`src/rtl/muldiv_sequencer.sv`:
```
// rtl/muldiv_sequencer.sv - start/wait/write sequencer for the shared mult/div units and HI/LO registers
// Moore FSM: every output decodes from state_q and op_q only.
module muldiv_sequencer #(
  parameter int TIMEOUT = 64
) (
  input  logic clock,
  input  logic reset,
  input  logic req,
  input  logic op,
  input  logic mult_fim,
  input  logic div_fim,
  input  logic div_by_zero,
  output logic mult_start,
  output logic div_start,
  output logic hi_sel,
  output logic lo_sel,
  output logic hi_write,
  output logic lo_write,
  output logic busy,
  output logic done,
  output logic exc_div0,
  output logic timeout
);

  localparam int CW = (TIMEOUT > 1) ? $clog2(TIMEOUT) : 1;
  localparam logic [CW-1:0] CNT_LAST = CW'(TIMEOUT - 1);

  typedef enum logic [2:0] {
    S_IDLE  = 3'd0,
    S_START = 3'd1,
    S_WAIT  = 3'd2,
    S_WRITE = 3'd3,
    S_EXC   = 3'd4,
    S_TOUT  = 3'd5
  } state_t;

  state_t          state_q, state_d;
  logic            op_q, op_d;
  logic [CW-1:0]   cnt_q, cnt_d;
  logic            unit_fim;

  always_ff @(posedge clock) begin
    if (!reset) begin
      state_q <= S_IDLE;
      op_q    <= 1'b0;
      cnt_q   <= '0;
    end else begin
      state_q <= state_d;
      op_q    <= op_d;
      cnt_q   <= cnt_d;
    end
  end

  // Only the unit that was started may complete the operation.
  assign unit_fim = op_q ? div_fim : mult_fim;

  always_comb begin
    state_d = state_q;
    op_d    = op_q;
    cnt_d   = cnt_q;
    case (state_q)
      S_IDLE: begin
        if (req) begin
          op_d    = op;
          state_d = S_START;
        end
      end
      S_START: begin
        cnt_d   = '0;
        state_d = S_WAIT;
      end
      S_WAIT: begin
        // Divide-by-zero outranks completion; a late done still beats timeout.
        if (op_q && div_by_zero) begin
          state_d = S_EXC;
        end else if (unit_fim) begin
          state_d = S_WRITE;
        end else if (cnt_q == CNT_LAST) begin
          state_d = S_TOUT;
        end else begin
          cnt_d = cnt_q + CW'(1);
        end
      end
      S_WRITE, S_EXC, S_TOUT: state_d = S_IDLE;
      default: state_d = S_IDLE;
    endcase
  end

  always_comb begin
    mult_start = 1'b0;
    div_start  = 1'b0;
    hi_sel     = 1'b0;
    lo_sel     = 1'b0;
    hi_write   = 1'b0;
    lo_write   = 1'b0;
    busy       = 1'b0;
    done       = 1'b0;
    exc_div0   = 1'b0;
    timeout    = 1'b0;
    case (state_q)
      S_START: begin
        busy       = 1'b1;
        hi_sel     = op_q;
        lo_sel     = op_q;
        mult_start = ~op_q;
        div_start  = op_q;
      end
      S_WAIT: begin
        busy   = 1'b1;
        hi_sel = op_q;
        lo_sel = op_q;
      end
      S_WRITE: begin
        busy     = 1'b1;
        hi_sel   = op_q;
        lo_sel   = op_q;
        hi_write = 1'b1;
        lo_write = 1'b1;
        done     = 1'b1;
      end
      S_EXC: begin
        busy     = 1'b1;
        hi_sel   = op_q;
        lo_sel   = op_q;
        exc_div0 = 1'b1;
      end
      S_TOUT: begin
        busy    = 1'b1;
        hi_sel  = op_q;
        lo_sel  = op_q;
        timeout = 1'b1;
      end
      default: ;
    endcase
  end

endmodule

```
`config.mk`:
```
export PLATFORM = sky130hd
export DESIGN_NAME = muldiv_sequencer
export DESIGN_NICKNAME = d
export VERILOG_FILES = /design/src/rtl/muldiv_sequencer.sv
export SDC_FILE = /design/constraint.sdc
export NUM_CORES = 1
export LEC_CHECK = 0
export BUFFER_PORTS_ARGS = -buffer_cell sky130_fd_sc_hd__buf_2
export CAP_MARGIN = 0
export CORE_AREA = 2 2 59 50
export CTS_CLUSTER_SIZE = 14
export DETAILED_ROUTE_END_ITERATION = 10
export DIE_AREA = 0 0 61 52
export PLACE_DENSITY_LB_ADDON = 0.15
export SKIP_LAST_GASP = 1
export SYNTH_ARGS = -nofsm -noshare
export SYNTH_HDL_FRONTEND = slang
export SYNTH_SLANG_ARGS = --single-unit
```
`constraint.sdc`:
```
create_clock -name clock -period 3 [get_ports clock]
set_input_delay 0.45 -clock clock [delete_from_list [all_inputs] [get_ports clock]]
set_output_delay 0.45 -clock clock [all_outputs]
set_load 0.05 [all_outputs]
```
## Word level (Yosys, flattened, before mapping)

Index checks and enable logic that the tools add are counted.

- Muxes and demuxes: 17
- Add/sub/neg operators: 1
- Reductions and logical operators: 7
- Bitwise operators: 1
- Eq/ne operators: 11

Operator list:

| operator | number |
|---|---|
| 2-to-1 mux 6 bit | 3 |
| 2-to-1 mux 3 bit | 4 |
| one-hot mux 6 bit (2 select lines) | 1 |
| one-hot mux 3 bit (3 select lines) | 1 |
| 2-to-1 mux 1 bit | 8 |
| != test 2 bit, second input constant | 4 |
| adder 6 x 1 -> 6 bit, second input constant | 1 |
| equality test 3 x 2 -> 1 bit, second input constant | 2 |
| equality test 3 bit, second input constant | 2 |
| equality test 6 bit, second input constant | 1 |
| OR reduction 5 bit | 1 |
| != test 4 bit, second input constant | 1 |
| AND reduction 2 bit | 2 |
| AND reduction 4 bit | 1 |
| equality test 3 x 1 -> 1 bit, second input constant | 1 |
| logical NOT 3 bit | 1 |
| nonzero test 2 bit | 1 |
| logical AND 1 bit | 1 |
| inverter 1 bit | 1 |

- Bits in registers: 10
- Word-level logic and storage cells: 40
- Input port bits: 7

## Logic depth before layout (Yosys ltp)

Gate-level depths: netlist of run 1.

- Word-level depth: 5
- Depth in mapped cells: 5
- Gate-level depth less buffers: 5

## Least setup slack after synthesis of run 1

OpenSTA, ideal clock, no wires.

- Path type: reg2out
- From: register state_q[1]
- To: output port lo_sel
- Setup slack: 0.227 ns
- Buffers on the path: 2
- Stages on the path, launching flop included: 6
- Data arrival time: 2.323 ns
- Data required time: 2.550 ns
- Path through: dfxtp_1 clkbuf_1 nor3_1 a21oi_1 and2_1 buf_4

- Cells in the longest elaborated chain, start to end: 3
- Elaborated cells on any way between the ends: 7
- Those cells by class: eq/ne: 5; mux: 1; reduce/logical: 1

RTL lines:

| what | RTL line | RTL |
|---|---|---|
| start: declaration | 37 | `state_t state_q, state_d;` |
| start signal: assignment | 48 | `state_q <= state_d;` |
| equality test 3 bit (tied with other cells) | -- |  |
| OR reduction 5 bit (no line) (*) | -- |  |
| 2-to-1 mux 1 bit (*) | -- |  |
| end: declaration | 16 | `output logic lo_sel,` |

Every way passes the cells marked *; elsewhere a longest branch is shown, timed or not.

## Worst setup path after layout of run 1

- From: register state_q[0]
- To: output port div_start

- Cells in the longest elaborated chain, start to end: 2

RTL lines:

| what | RTL line | RTL |
|---|---|---|
| equality test 3 x 1 -> 1 bit | 100 | `case (state_q)` |
| 2-to-1 mux 1 bit | 100 |  |
| end: declaration | 14 | `output logic div_start,` |

No other way between the ends.

==> results of run 1 <==
## logic make-up (layout without fill, tap and decap cells)
family,count (synthesis),after routing,synth area share (%)
buf+inv,8,22,7.95
simple gates,39,39,33.7
fa+ha+maj,1,1,1.89
compound gates,18,18,23.1
flops,10,10,30.3
mux,2,2,3.03
## synth_stat cells, types with 2 or more instances
cell,n
sky130_fd_sc_hd__dfxtp_1,10
sky130_fd_sc_hd__nor2_1,9
sky130_fd_sc_hd__nand2_1,6
sky130_fd_sc_hd__nand3_1,4
sky130_fd_sc_hd__nor3_1,4
sky130_fd_sc_hd__a211o_1,3
sky130_fd_sc_hd__a21oi_1,3
sky130_fd_sc_hd__buf_4,3
sky130_fd_sc_hd__and2_1,2
sky130_fd_sc_hd__and3_1,2
sky130_fd_sc_hd__clkbuf_1,2
sky130_fd_sc_hd__mux2i_1,2
sky130_fd_sc_hd__nor3b_1,2
sky130_fd_sc_hd__nor4_1,2
sky130_fd_sc_hd__o211a_1,2
## power groups by stage
| stage | combinational [mW] | clock [mW] | sequential [mW] |
|---|---|---|---|
| 6_report | 0.0764 | 0.121 | 0.148 |
| 5_1_grt | 0.0840 | 0.127 | 0.150 |
| 4_1_cts | 0.0768 | 0.125 | 0.148 |
| 3_5_place_dp | 0.0766 | 0 | 0.152 |
| 3_3_place_gp | 0.0782 | 0 | 0.152 |
| 2_1_floorplan | 0.0643 | 0 | 0.146 |
## per-layer routing
| metal | vias to the layer above | GRT usage, % | part of all wire (%) |
|---|---|---|---|
| met5 | - | 0 | 0 |
| met4 | 0 | 7.25 | 2.5 |
| met3 | 5 | 1.74 | 2.7 |
| met2 | 9 | 16.1 | 43 |
| met1 | 283 | 13.8 | 52 |
| li1 | 320 | - | - |
## worst max-delay path by stage
stage | start | endpoint | slack [ns] | cells after the start
floorplan | state_q[1] | lo_sel | 0.23 | 5
global placement | state_q[0] | div_start | 1.30 | 4
detailed placement | state_q[0] | div_start | 1.28 | 4
CTS | state_q[0] | div_start | 0.99 | 4
global route | state_q[1] | hi_write | 0.95 | 2
finish | state_q[0] | div_start | 1.0 | 4
## worst register-to-register path, delay by kind of cell, from the launching register on
kind,cells,cell delay [ns]
AOI/OAI and AO/OA,3,0.70
DFF,1,0.46
and+or+nand+nor,1,0.29
## cell type report
type                       instances  area (um^2)
clock buffer                       4         36.3
timing repair buffer              16         80.1
inverter                           2         7.51
sequential                        10          200
multi-input combinational         60          408
tap                               38         47.5
fill                             286         1840
## registers in the layout (all words and copies together) (netlist names)
name	flops
op_q	1
cnt_q	6
state_q	3
## cell usage in the layout, fill, tap and decap left out, drive strengths merged, types with 2 or more instances in the layout
| master | instances |
|---|---|
| o211a | 3 |
| and3 | 2 |
| dfxtp | 10 |
| nor2 | 9 |
| nor3 | 4 |
| nand2 | 6 |
| nor3b | 3 |
| a21oi | 3 |
| nand3 | 4 |
| o2111ai | 2 |
| clkbuf | 4 |
| buf | 16 |
| a211o | 3 |
| mux2i | 2 |
| nor4 | 2 |
| or3 | 2 |
| and2 | 3 |
| inv | 2 |
==> results.json, run 1 <==
{
  "outcome": "finished clean",
  "timing.hold.worst_endpoint": "state_q[0]",
  "cts_tree": "yes",
  "power.share.combinational_pct": 22.1,
  "layout.core_utilization_pct": 29.8,
  "drt-vias-per-instance": 4.75,
  "ys_seq_elements": 10,
  "skew_ns": 0.00246,
  "internal-power_mw": 0.236,
  "criticalPathCategory": "flip-flop to output port",
  "drt-pass1-iter-count": 4,
  "dp_cells": 126,
  "sw_frac_of_total_pct": 31.6,
  "numClockSinks": 10,
  "max-clock-path-buffers": 2,
  "maximum_number_of_pins_on_one_net_before_global_route_repair": 15,
  "min_path_type": "primary input to flip-flop",
  "syn_area_um2": 661,
  "gp_congestion": 0.734,
  "post-place-ws_ns": 1.28,
  "drc_errors": 0,
  "whs_ns": 0.458,
  "ys_seq_area_share_pct": 30.3,
  "cts.hold.buffers_added": 0,
  "synthesis_warnings": 0,
  "place.port_buffers": 16,
  "numCtsBuffers": 3,
  "critical_path_buf_inv_count": 2,
  "critical_path_arrival_ns": 1.55,
  "areaGrowthSynthToFinish_pct": 18.0,
  "cts_max_level": 1,
  "synthDominantAreaCellType": "sky130_fd_sc_hd__dfxtp_1",
  "yosys.cell_types.count": 37,
  "grt_pass1_vias": 582,
  "finalHoldViolCount": 0,
  "design.core.area_um2": 2620,
  "clock.fmax_mhz": 500,
  "post_drt_wl_per_cell_um": 11.2,
  "hold_path_depth": 3,
  "worst_supply_voltage_drop_on_vdd_mv": 0.227,
  "later_pin_clock_latency_in_the_skew_report_ns": 0.27,
  "critical_path.startpoint_type": "flip-flop",
  "post-cts-setup-buffers": 0,
  "clkPwrFrac_pct": 34.9,
  "cts_repair_resize_count": 0,
  "sort_of_element_at_the_end_of_the_critical_path": "output port",
  "critical_path.reg2reg.endpoint": "cnt_q[4]",
  "power_frac_seq_pct": 43.0,
  "p_leak_nw": 0.355,
  "power-per-cell-area_nw_per_um2": 443,
  "finalSetupTns_ns": 0,
  "hold_start": "req",
  "final_period_minus_worst_setup_slack_ns": 2.00,
  "drive_gt1_share_pct": 30.4,
  "vias": 617,
  "wl_um": 1460,
  "slowest_delay_ns": 0.42,
  "final-max-slew-violation-count": 0,
  "rsz0062_at_grt": "no",
  "final_cell_area_um2": 779,
  "worst-r2r-setup-slack_ns": 1.45,
  "worstReg2RegStart": "op_q",
  "grtUsageTotal_pct": 10.7,
  "boundaryPins": 17,
  "antenna_found_initial": 0,
  "grt.overflow.total": 0,
  "rr_worst_depth": 4,
  "syn_nets": 86,
  "nNetsFinal": 101,
  "placementRows": 17,
  "maxCapViolations": 0,
  "power_mw": 0.346,
  "clock_tree.root_cell": "sky130_fd_sc_hd__clkbuf_4",
  "layout.cells.non_filler": 130,
  "finalSetupViolCount": 0,
  "start_util_pct": 25.3,
  "synth_top_cell_area_share_pct": 30.3,
  "drt-initial-drc-count": 11,
  "chipHeight_um": 52,
  "p_switching_mw": 0.109,
  "synth_edf_count": 0,
  "crit_slowest_cell": "sky130_fd_sc_hd__dfxtp_1",
  "detailed_placement_hpwl_um": 1130,
  "tightest_slew_margin_relative_to_the_limit_pct": 69.2,
  "dominant_cells_by_area_after_synthesis": "sky130_fd_sc_hd__dfxtp_1 30%, sky130_fd_sc_hd__nor2_1 5.1%, sky130_fd_sc_hd__a211o_1 4.0%",
  "final_period_util_pct": 66.7,
  "crit_family": "simple AND/OR/NAND/NOR gates",
  "synthesis.instances": 78,
  "floorplan.die.width_um": 61,
  "postSynthAreaPerCell_um2": 8.47,
  "timing.critical_path.cells": "inv_2, or3_4, nor2_1, buf_2",
  "post-route-worst-setup-slack_ns": 0.999,
  "grt_first_pass_wirelength_um": 2530,
  "critical_path_peak_fanout": 6,
  "synth-main-ff-cell": "sky130_fd_sc_hd__dfxtp_1",
  "antenna_violating_nets_post_route": 0,
  "design.die.area_um2": 3170,
  "worstMarginPinSlew_ns": 0.457,
  "critical_path_required_ns": 2.55,
  "clk_pin_slew_worst_setup_hold_paths_ns": 0.06,
  "post_dp_cell_area_um2": 743,
  "async_reset_ff_share_pct": 0,
  "antennaDiodeCount": 0
}
Note: power is estimated with default switching activity, not from simulation.
==> run 2, diff against run 1 <==
- clock period: 3 -> 2 ns (I/O delays scaled with it)
==> run 2 against run 1 <==
Flip-flop and latch count did not move. Count of clock-buffer cells in the layout shrank 1. Clock power up 14%. Combinational power rose by 65%. Sequential power up 51%. Setup slack got worse by 0.88 ns. Sequential share of layout area down 0.56 points. Non-clock buffer count up 1. Total power increased by 41%. Hold slack got worse by 0.17 ns. Critical endpoint unchanged. Largest power group unchanged.
==> results.json, run 2 (same netlist as run 1, synthesis figures left out) <==
{
  "boundaryPins": 17,
  "final-max-slew-violation-count": 0,
  "cts.hold.buffers_added": 0,
  "timing.critical_path.cells": "inv_2, or3_4, nor2_1, buf_2",
  "drt-initial-drc-count": 22,
  "finalHoldViolCount": 0,
  "cts_tree": "yes",
  "finalSetupTns_ns": 0,
  "areaGrowthSynthToFinish_pct": 20.6,
  "tightest_slew_margin_relative_to_the_limit_pct": 67.6,
  "worstMarginPinSlew_ns": 0.486,
  "clock.fmax_mhz": 530,
  "worstSetupPathDepth": 4,
  "floorplan.die.width_um": 61,
  "largest_reg_flops": 6,
  "chipHeight_um": 52,
  "post_drt_wl_per_cell_um": 12.1,
  "cts_repair_resize_count": 0,
  "timing.hold.worst_endpoint": "op_q",
  "hold_path_depth": 3,
  "grtUsageTotal_pct": 11.0,
  "wl_um": 1570,
  "grt_pass1_vias": 535,
  "layout_top_registers": "cnt_q: 6 flops, state_q: 3 flops, op_q: 1 flops",
  "drt-pass1-iter-count": 4,
  "power-per-cell-area_nw_per_um2": 612,
  "critical_path.startpoint_type": "flip-flop",
  "slowest_delay_ns": 0.43,
  "drt-vias-per-instance": 4.79,
  "fillers": 294,
  "design.core.area_um2": 2620,
  "min_path_type": "primary input to flip-flop",
  "rr_worst_depth": 4,
  "numCtsBuffers": 3,
  "rsz0062_at_grt": "no",
  "worst_supply_voltage_drop_on_vdd_mv": 0.296,
  "post-place-ws_ns": 0.400,
  "final_period_minus_worst_setup_slack_ns": 1.89,
  "later_pin_clock_latency_in_the_skew_report_ns": 0.27,
  "max-clock-path-buffers": 2,
  "numClockSinks": 10,
  "worstReg2RegStart": "state_q[2]",
  "critical_path.reg2reg.endpoint": "cnt_q[3]",
  "antenna_found_initial": 0,
  "grt.overflow.total": 0,
  "final_period_util_pct": 94.3,
  "clk_pin_slew_worst_setup_hold_paths_ns": 0.06,
  "layout.core_utilization_pct": 30.5,
  "power_mw": 0.488,
  "detailed_placement_hpwl_um": 1210,
  "antenna_violating_nets_post_route": 0,
  "antennaDiodeCount": 0,
  "finalSetupViolCount": 0,
  "gp_congestion": 0.754,
  "design.die.area_um2": 3170,
  "grt_first_pass_wirelength_um": 2440,
  "criticalPathCategory": "flip-flop to output port",
  "clock_tree.root_cell": "sky130_fd_sc_hd__clkbuf_4",
  "critical_path_required_ns": 1.70,
  "skew_ns": 0.00172,
  "hold_start": "op",
  "vias": 623,
  "start_util_pct": 25.3,
  "worst-r2r-setup-slack_ns": 0.43,
  "drive_gt1_share_pct": 33.7,
  "place.port_buffers": 16,
  "maximum_number_of_pins_on_one_net_before_global_route_repair": 15,
  "post-cts-setup-buffers": 0,
  "drc_errors": 0,
  "outcome": "finished clean",
  "placementRows": 17,
  "final_cell_area_um2": 797,
  "layout.cells.most_common": "sky130_fd_sc_hd__buf_2",
  "crit_slowest_cell": "sky130_fd_sc_hd__dfxtp_1",
  "post_dp_cell_area_um2": 774,
  "nNetsFinal": 102,
  "p_leak_nw": 0.356,
  "maxCapViolations": 0,
  "critical_path_peak_fanout": 6,
  "critical_path_arrival_ns": 1.59,
  "sort_of_element_at_the_end_of_the_critical_path": "output port",
  "layout_common_cells": "16 x sky130_fd_sc_hd__buf_2, 10 x sky130_fd_sc_hd__dfxtp_1, 9 x sky130_fd_sc_hd__nor2_1",
  "critical_path_buf_inv_count": 2,
  "cts_max_level": 1,
  "largest-register": "cnt_q",
  "post-route-worst-setup-slack_ns": 0.114,
  "crit_family": "simple AND/OR/NAND/NOR gates"
}
==> run 2: cell count changes in the layout (fill, tap and decap cells not counted), sizes merged <==
cell	previous run	this run
clkbuf	4	3
buf	16	17
==> run 2: tightest hold or removal path, cell delays in order <==
cell,delay [ns]
sky130_fd_sc_hd__buf_2,0.08
sky130_fd_sc_hd__mux2i_1,0.05
sky130_fd_sc_hd__nor2b_1,0.09
==> run 2: metrics by stage <==
stage                     cells  hold slack (ns)
after global placement      127            0.511
after CTS                   130            0.280
after detailed placement    127            0.510
final                       130            0.291
after floorplan              78            0.469
after global routing        130            0.322
==> run 2: power breakdown <==
group	internal, mW	switching, mW	leakage, nW	total, mW
Sequential	0.207	0.0171	0.0811	0.224
Clock	0.0696	0.0684	0.0138	0.138
Combinational	0.0426	0.0830	0.261	0.126
Total	0.319	0.169	0.356	0.488
==> run 2: layer usage <==
metal / global-route usage [%] / wire length [um] / share of wire [%] / up-vias
met5: 0 / 0 / 0 / -
met4: 6.52 / 20 / 1.3 / 0
met1: 13.9 / 748 / 48 / 286
met3: 3.73 / 54 / 3.4 / 4
li1: - / - / - / 318
met2: 15.9 / 748 / 48 / 15
==> run 2: cell type report <==
type,count,area (um^2),share of cell area (%)
flip-flops and latches,10,200,25.1
well taps,38,47.5,5.97
clock buffers,3,22.5,2.83
multi-input cells,60,432,54.2
repair buffers,17,87.6,11.0
inverters,2,7.51,0.942
==> run 2: how the worst max path moves through the flow <==
stage	slack, ns	startpoint	endpoint
after global routing	0.01	state_q[0]	mult_start
after CTS	0.09	state_q[0]	mult_start
after floorplan	-0.07	state_q[1]	lo_sel
after detailed placement	0.40	state_q[0]	mult_start
final	0.11	state_q[0]	div_start
after global placement	0.40	state_q[0]	mult_start
